<file path="src/rtl/cache_mem_arbiter.sv">
// cache_mem_arbiter
//   Serialises I-cache line fills and D-cache fills/write-backs onto the single
//   physical memory port. A granted transaction is latched and held until the
//   adaptor responds; the result goes back to the owning cache as a one-cycle
//   resp pulse. All outputs are registered.
//
// Ports
//   clk, rst                      clock (rising edge), async active-low reset
//   icache_read/addr              I-cache fill request (held until icache_resp)
//   icache_rdata/resp             fill data and one-cycle completion to I-cache
//   dcache_read/write/addr/wdata  D-cache fill or write-back request
//   dcache_rdata/resp             fill data and one-cycle completion to D-cache
//   pmem_read/write/addr/wdata    latched transaction towards the adaptor
//   pmem_rdata/resp               adaptor return line and one-cycle completion
module cache_mem_arbiter #(
    parameter int unsigned LINE_WIDTH = 256,
    parameter int unsigned ADDR_WIDTH = 32,
    parameter bit          D_PRIORITY = 1'b1
) (
    input  logic                  clk,
    input  logic                  rst,

    input  logic                  icache_read,
    input  logic [ADDR_WIDTH-1:0] icache_addr,
    output logic [LINE_WIDTH-1:0] icache_rdata,
    output logic                  icache_resp,

    input  logic                  dcache_read,
    input  logic                  dcache_write,
    input  logic [ADDR_WIDTH-1:0] dcache_addr,
    input  logic [LINE_WIDTH-1:0] dcache_wdata,
    output logic [LINE_WIDTH-1:0] dcache_rdata,
    output logic                  dcache_resp,

    output logic                  pmem_read,
    output logic                  pmem_write,
    output logic [ADDR_WIDTH-1:0] pmem_addr,
    output logic [LINE_WIDTH-1:0] pmem_wdata,
    input  logic [LINE_WIDTH-1:0] pmem_rdata,
    input  logic                  pmem_resp
);

    localparam logic [2:0] IDLE    = 3'd0;
    localparam logic [2:0] SERVE_I = 3'd1;
    localparam logic [2:0] SERVE_D = 3'd2;
    localparam logic [2:0] RESP_I  = 3'd3;
    localparam logic [2:0] RESP_D  = 3'd4;

    localparam logic GRANT_I = 1'b0;
    localparam logic GRANT_D = 1'b1;

    logic [2:0]            state_q, state_d;
    logic                  last_grant_q, last_grant_d;
    logic                  pmem_read_q, pmem_read_d;
    logic                  pmem_write_q, pmem_write_d;
    logic [ADDR_WIDTH-1:0] pmem_addr_q, pmem_addr_d;
    logic [LINE_WIDTH-1:0] pmem_wdata_q, pmem_wdata_d;
    logic [LINE_WIDTH-1:0] icache_rdata_q, icache_rdata_d;
    logic [LINE_WIDTH-1:0] dcache_rdata_q, dcache_rdata_d;
    logic                  icache_resp_q, icache_resp_d;
    logic                  dcache_resp_q, dcache_resp_d;

    logic d_req;
    logic take_d;

    assign d_req = dcache_read | dcache_write;

    // On a tie D wins outright under fixed priority; otherwise the source that
    // was not served last goes first.
    assign take_d = d_req & (~icache_read | D_PRIORITY | (last_grant_q == GRANT_I));

    always_comb begin
        state_d        = state_q;
        last_grant_d   = last_grant_q;
        pmem_read_d    = pmem_read_q;
        pmem_write_d   = pmem_write_q;
        pmem_addr_d    = pmem_addr_q;
        pmem_wdata_d   = pmem_wdata_q;
        icache_rdata_d = icache_rdata_q;
        dcache_rdata_d = dcache_rdata_q;
        icache_resp_d  = 1'b0;
        dcache_resp_d  = 1'b0;

        case (state_q)
            IDLE: begin
                if (take_d) begin
                    state_d     = SERVE_D;
                    pmem_addr_d = dcache_addr;
                    // read+write together is a write-back
                    pmem_write_d = dcache_write;
                    pmem_read_d  = ~dcache_write;
                    if (dcache_write) begin
                        pmem_wdata_d = dcache_wdata;
                    end
                end else if (icache_read) begin
                    state_d     = SERVE_I;
                    pmem_addr_d = icache_addr;
                    pmem_read_d = 1'b1;
                end
            end
            SERVE_I: begin
                if (pmem_resp) begin
                    state_d        = RESP_I;
                    pmem_read_d    = 1'b0;
                    pmem_write_d   = 1'b0;
                    icache_rdata_d = pmem_rdata;
                    icache_resp_d  = 1'b1;
                    last_grant_d   = GRANT_I;
                end
            end
            SERVE_D: begin
                if (pmem_resp) begin
                    state_d = RESP_D;
                    // a write-back leaves the fill buffer untouched
                    if (pmem_read_q) begin
                        dcache_rdata_d = pmem_rdata;
                    end
                    pmem_read_d   = 1'b0;
                    pmem_write_d  = 1'b0;
                    dcache_resp_d = 1'b1;
                    last_grant_d  = GRANT_D;
                end
            end
            // One dead cycle lets the served cache drop its request before the
            // next arbitration, so a stale request is never granted again.
            RESP_I, RESP_D: begin
                state_d = IDLE;
            end
            default: begin
                state_d = IDLE;
            end
        endcase
    end

    always_ff @(posedge clk or negedge rst) begin
        if (!rst) begin
            state_q        <= IDLE;
            last_grant_q   <= GRANT_I;
            pmem_read_q    <= 1'b0;
            pmem_write_q   <= 1'b0;
            pmem_addr_q    <= '0;
            pmem_wdata_q   <= '0;
            icache_rdata_q <= '0;
            dcache_rdata_q <= '0;
            icache_resp_q  <= 1'b0;
            dcache_resp_q  <= 1'b0;
        end else begin
            state_q        <= state_d;
            last_grant_q   <= last_grant_d;
            pmem_read_q    <= pmem_read_d;
            pmem_write_q   <= pmem_write_d;
            pmem_addr_q    <= pmem_addr_d;
            pmem_wdata_q   <= pmem_wdata_d;
            icache_rdata_q <= icache_rdata_d;
            dcache_rdata_q <= dcache_rdata_d;
            icache_resp_q  <= icache_resp_d;
            dcache_resp_q  <= dcache_resp_d;
        end
    end

    assign pmem_read    = pmem_read_q;
    assign pmem_write   = pmem_write_q;
    assign pmem_addr    = pmem_addr_q;
    assign pmem_wdata   = pmem_wdata_q;
    assign icache_rdata = icache_rdata_q;
    assign icache_resp  = icache_resp_q;
    assign dcache_rdata = dcache_rdata_q;
    assign dcache_resp  = dcache_resp_q;

endmodule
</file>
<file path="config.mk">
export PLATFORM = sky130hd
export DESIGN_NAME = cache_mem_arbiter
export DESIGN_NICKNAME = d
export VERILOG_FILES = /design/src/rtl/cache_mem_arbiter.sv
export SDC_FILE = /design/constraint.sdc
export NUM_CORES = 1
export LEC_CHECK = 0
export ABC_CLOCK_PERIOD_IN_PS = 2300
export CORE_AREA = 2 2 542 544
export DETAILED_ROUTE_END_ITERATION = 6
export DIE_AREA = 0 0 544 546
export PLACE_DENSITY = 0.36
export SYNTH_ARGS = -nofsm -noshare
export SYNTH_HDL_FRONTEND = slang
export SYNTH_SLANG_ARGS = --single-unit
</file>
<file path="constraint.sdc">
create_clock -name clk -period 2.3 [get_ports clk]
set_clock_uncertainty 0.1 [all_clocks]
set_input_delay 0.46 -clock clk [delete_from_list [all_inputs] [get_ports clk]]
set_output_delay 0.46 -clock clk [all_outputs]
set_load 0.05 [all_outputs]
</file>
After elaboration in Yosys (flattened, before gate mapping)
Cells that the tools add are included.
{ "word_totals": {"in_bits": 582, "ff_bits": 807} }
{ "classes": {"eq_ne": 7, "mux": 16, "n_reduce_logical": 11, "n_bitwise": 2} }
{ "ops": {"columns": ["op", "count"], "rows": [
  ["$mux W32", 2],
  ["$reduce_and A3 Y1", 5],
  ["$mux W3", 4],
  ["$pmux W3 S3", 1],
  ["$mux W1", 7],
  ["$ne A2 B2 Y1 const B", 3],
  ["$pmux W1 S2", 2],
  ["$reduce_and A2 Y1", 2],
  ["$reduce_bool A2 Y1", 2],
  ["$eq A3 B1 Y1 const B", 1],
  ["$eq A3 B2 Y1 const B", 1],
  ["$logic_not A3 Y1", 1],
  ["$ne A3 B3 Y1 const B", 1],
  ["$ne A2 B1 Y1 const B", 1],
  ["$reduce_or A2 Y1", 1],
  ["$not A1 Y1", 1],
  ["$or A1 B1 Y1", 1]
]} }

Longest topological paths before layout
{ "depth": {"word_depth": 4, "ltp_mapped": 6, "ltp_nobuf": 3} }

Worst setup path after synthesis
OpenSTA, ideal clock, no wires.
{ "synth_timing": {"path_type": "input-to-reg", "from": "input dcache_read", "to": "register pmem_addr_q[10] (netlist: pmem_addr[10])", "path_buffers": 1, "setup_ns": 0.125, "setup_slack_ns": 0.439, "t_arrival_ns": 1.636, "stages": 4, "path_cell_list": "nor2_1 -> buf_2 -> mux2_2 -> mux2_2"} }
{ "synth_via": {"elab_chain_len": 3} }
{ "synth_lines": {"columns": ["item", "line_no", "source"], "rows": [
  ["from (decl)", "28", "input logic dcache_read,"],
  ["$or A1 B1 Y1 *", "66", "assign d_req = dcache_read | dcache_write;"],
  ["$reduce_bool A2 Y1 (no source line)", null, null],
  ["$reduce_and A2 Y1 (no source line)", null, null],
  ["to (signal assigned)", "152", "pmem_addr_q <= pmem_addr_d;"],
  ["to (decl)", "56", "logic [ADDR_WIDTH-1:0] pmem_addr_q, pmem_addr_d;"]
]} }
Mark *: on every way between the ends. The rest lies on a longest branch, timed or not.
A chain may end at the register's enable or synchronous reset.

Worst setup path after layout
{ "layout_timing": {"from": "register icache_rdata_q[194] (netlist: icache_rdata[194])", "to": "output icache_rdata[194]"} }
{ "layout_rtl": {"columns": ["item", "line_no", "source"], "rows": [
  ["from (decl)", "58", "logic [LINE_WIDTH-1:0] icache_rdata_q, icache_rdata_d;"],
  ["from (signal assigned)", "154", "icache_rdata_q <= icache_rdata_d;"],
  ["to (decl)", "25", "output logic [LINE_WIDTH-1:0] icache_rdata,"]
]} }
No word-level cell between the ends.

==> flow_metrics.env <==
export IMPL_status="completed"
export IMPL_cts_clk_slew_worst_paths_ps=60
export IMPL_final_hold_viol_count=0
export IMPL_maxSlewViolCount=0
export IMPL_tritoncts="yes"
export IMPL_critPathTopFamily="buffers and inverters"
export IMPL_path_buf_inv=1
export IMPL_die_x_um=544
export IMPL_nets=3906
export IMPL_syn_cell_area_um2=32000
export IMPL_fillerInstances=31732
export IMPL_crit_chain="clkdlybuf4s15_1"
export IMPL_ys_top_cells_by_area="dfrtp_1 63%, mux2_4 17%, mux2_2 15%, buf_6 2.8%, mux2_1 1.8%"
export IMPL_critical_path_startpoint="icache_rdata[194]$_DFFE_PN0P_"
export IMPL_cts_sinks=807
export IMPL_reg2reg_depth=5
export IMPL_drtIter0Drc=811
export IMPL_synth_seq_area_share=0.631
export IMPL_yosysWarnings=0
export IMPL_critPathKind="reg -> out"
export IMPL_total_power_w=0.0980
export IMPL_switching_share=0.496
export IMPL_num_io_pins=1386
export IMPL_wl_um=204000
export IMPL_grt_pass1_vias=23877
export IMPL_placed_cell_area_um2=50700
export IMPL_yosysTopAreaCellShare=0.631
export IMPL_clkPwrFrac=0.182
export IMPL_crit_slowest_cell="clkdlybuf4s15_1"
export IMPL_p_switching_w=0.0486
export IMPL_worst_pin_slew_ps=1060
export IMPL_ctsRootBufferMaster="clkbuf_16"
export IMPL_globalRouteTotalUtil=0.133
export IMPL_gr_total_overflow=0
export IMPL_slew_limit_headroom=0.290
export IMPL_ys_types=26
export IMPL_fp_coreArea_um2=292000
export IMPL_hold_ws_ps=130
export IMPL_vdd_ir_drop_max_uv=751
export IMPL_synth_seq_cells=807
export IMPL_wire_per_inst_um=27.7
export IMPL_p_per_area_nw_per_um2=1780
export IMPL_first_pass_iters=4
export IMPL_netlist_instances=1755
export IMPL_routabilityCongestion=0.909
export IMPL_synth_top_cell_by_area="dfrtp_1"
export IMPL_dp_cells=7126
export IMPL_worst_skew_pair_late_latency_ps=820
export IMPL_max_freq_ghz=0.456
export IMPL_tns_ps=0
export IMPL_worstReg2RegStart="state_q[0]$_DFFE_PN0P_"
export IMPL_crit_arrival_ps=1630
export IMPL_drc=0
export IMPL_avgSynthCellArea_um2=18.2
export IMPL_synth_nets=2337
export IMPL_initial_core_util=0.110
export IMPL_dieArea_um2=297000
export IMPL_critPathMaxStageDelay_ps=500
export IMPL_grt_start_max_net_pins=80
export IMPL_power_frac_comb=0.554
export IMPL_crit_cells=1
export IMPL_final_cells=7368
export IMPL_critPathLaunchType="register"
export IMPL_num_vias=22520
export IMPL_cts_buffers=113
export IMPL_p_int_w=0.0494
export IMPL_drive_gt1_frac=0.565
export IMPL_min_period_ps=2190
export IMPL_post_dp_hpwl_um=173000
export IMPL_clock_path_buffers=4
export IMPL_postRouteAntennaNets=0
export IMPL_io_buffers=1385
export IMPL_via_per_inst=3.06
export IMPL_htreeDepth=3
export IMPL_grt_antenna_before_repair=202
export IMPL_end_kind="output port"
export IMPL_fin_crit_sh=0.953
export IMPL_critPathCapture="icache_rdata[194]"
export IMPL_area_delta_synth_final_pct=71.7
export IMPL_required_ps=1740
export IMPL_worstReg2RegEnd="dcache_rdata[138]$_DFFE_PN0P_"
export IMPL_stdcell_area_um2=55000
export IMPL_grt_pass1_wl_um=260000
export IMPL_drv_cap=0
export IMPL_rsz0062_at_grt="no"
export IMPL_die_y_um=546
export IMPL_crit_fanout=2
export IMPL_rows=199
export IMPL_final_setup_viol_count=0
export IMPL_r2r_slack_ps=200
export IMPL_hold_class="in -> reg"
export IMPL_power_leakage_nw=23.6
export IMPL_p_seq_frac=0.264
worst min-delay path by stage:
stage	startpoint	end	depth (start not counted)
CTS	dcache_wdata[151]	pmem_wdata[151]$_DFFE_PN0P_	2
detailed placement	rst	pmem_wdata[45]$_DFFE_PN0P_	1
finish	dcache_wdata[38]	pmem_wdata[38]$_DFFE_PN0P_	2
floorplan	rst	dcache_rdata[0]$_DFFE_PN0P_	0
global route	dcache_wdata[204]	pmem_wdata[204]$_DFFE_PN0P_	2
global placement	rst	pmem_wdata[45]$_DFFE_PN0P_	1
timing repair:
action | CTS | global route
setup endpoints to repair | 448 | 7
hold endpoints to repair | 333 | 0
hold buffers | 2 | 0
buffers inserted | 0 | 0
resized for setup | 1351 | 8
power by group through the flow:
stage,registers [W],clock network (W),logic (W)
after CTS,0.0260,0.0187,0.0555
final,0.0258,0.0179,0.0543
after global routing,0.0268,0.0192,0.0562
after detailed placement,0.0260,0,0.0565
after floorplan,0.0493,0,0.00948
after global placement,0.0260,0,0.0566
synth_stat cells:
library cell,instances
o21a_1,1
a211oi_1,1
o31ai_1,1
mux2_4,352
inv_1,2
nand2b_1,1
mux2_2,429
nor4bb_1,1
a21boi_2,1
nor3_2,1
buf_2,13
nor2b_1,1
nand2_2,1
mux2_1,51
o221ai_1,1
or2_2,1
dfrtp_1,807
and4bb_1,2
nor4_1,1
nor2_1,2
a21oi_1,2
o211ai_1,1
nor3_1,1
a21boi_0,1
buf_6,79
and2_1,1
through the flow:
stage,utilization,setup slack (ps)
floorplan,-,439
global placement,0.174,-218
detailed placement,0.174,-205
CTS,0.188,-59.0
global route,0.188,2.72
finish,0.188,109
cell families after synthesis:
kind of cell	count (synthesis)	share of synthesized area
AOI/OAI and AO/OA	9	0.00211
muxes	832	0.334
DFF	807	0.631
buffers and inverters	94	0.0301
and+or+nand+nor	13	0.00297
sequential cells by signal (all words and copies together), names as in the netlist:
| register | count |
|---|---|
| dcache_rdata | 256 |
| icache_rdata | 256 |
| pmem_wdata | 256 |
| pmem_addr | 32 |
| state_q | 3 |
| dcache_resp | 1 |
| icache_resp | 1 |
| pmem_read | 1 |
| pmem_write | 1 |
metal layers:
layer | vias up | share of wire | track usage | routed length (µm)
li1 | 9490 | - | - | -
met1 | 11215 | 0.37 | 0.145 | 76000
met2 | 1197 | 0.45 | 0.213 | 91800
met3 | 428 | 0.15 | 0.0920 | 31100
met4 | 190 | 0.020 | 0.0248 | 4090
met5 | - | 0.0063 | 0 | 1290
area by class of cell:
type | instances | area, µm² | share of cell area
diodes | 37 | 92.6 | 0.00168
clock buffers | 162 | 3230 | 0.0588
clock inverters | 41 | 492 | 0.00895
inverters | 2 | 7.51 | 0.000137
multi-input cells | 854 | 10900 | 0.198
flip-flops and latches | 807 | 20200 | 0.368
well taps | 3919 | 4900 | 0.0892
repair buffers | 1546 | 15100 | 0.275
placed cells by master, fill, tap and decap left out, drive strengths merged, types with 2 or more instances in the layout:
cell           count
mux2             832
dfrtp            807
clkdlybuf4s50    580
buf              532
clkdlybuf4s15    422
clkbuf           168
diode             37
clkinv            23
bufinv             7
inv                7
clkinvlp           6
clkdlybuf4s18      4
a21oi              2
dlygate4sd3        2
and4bb             2
nor2               2
nor3               2
a21boi             2
Note: power is estimated with default switching activity, not from simulation.
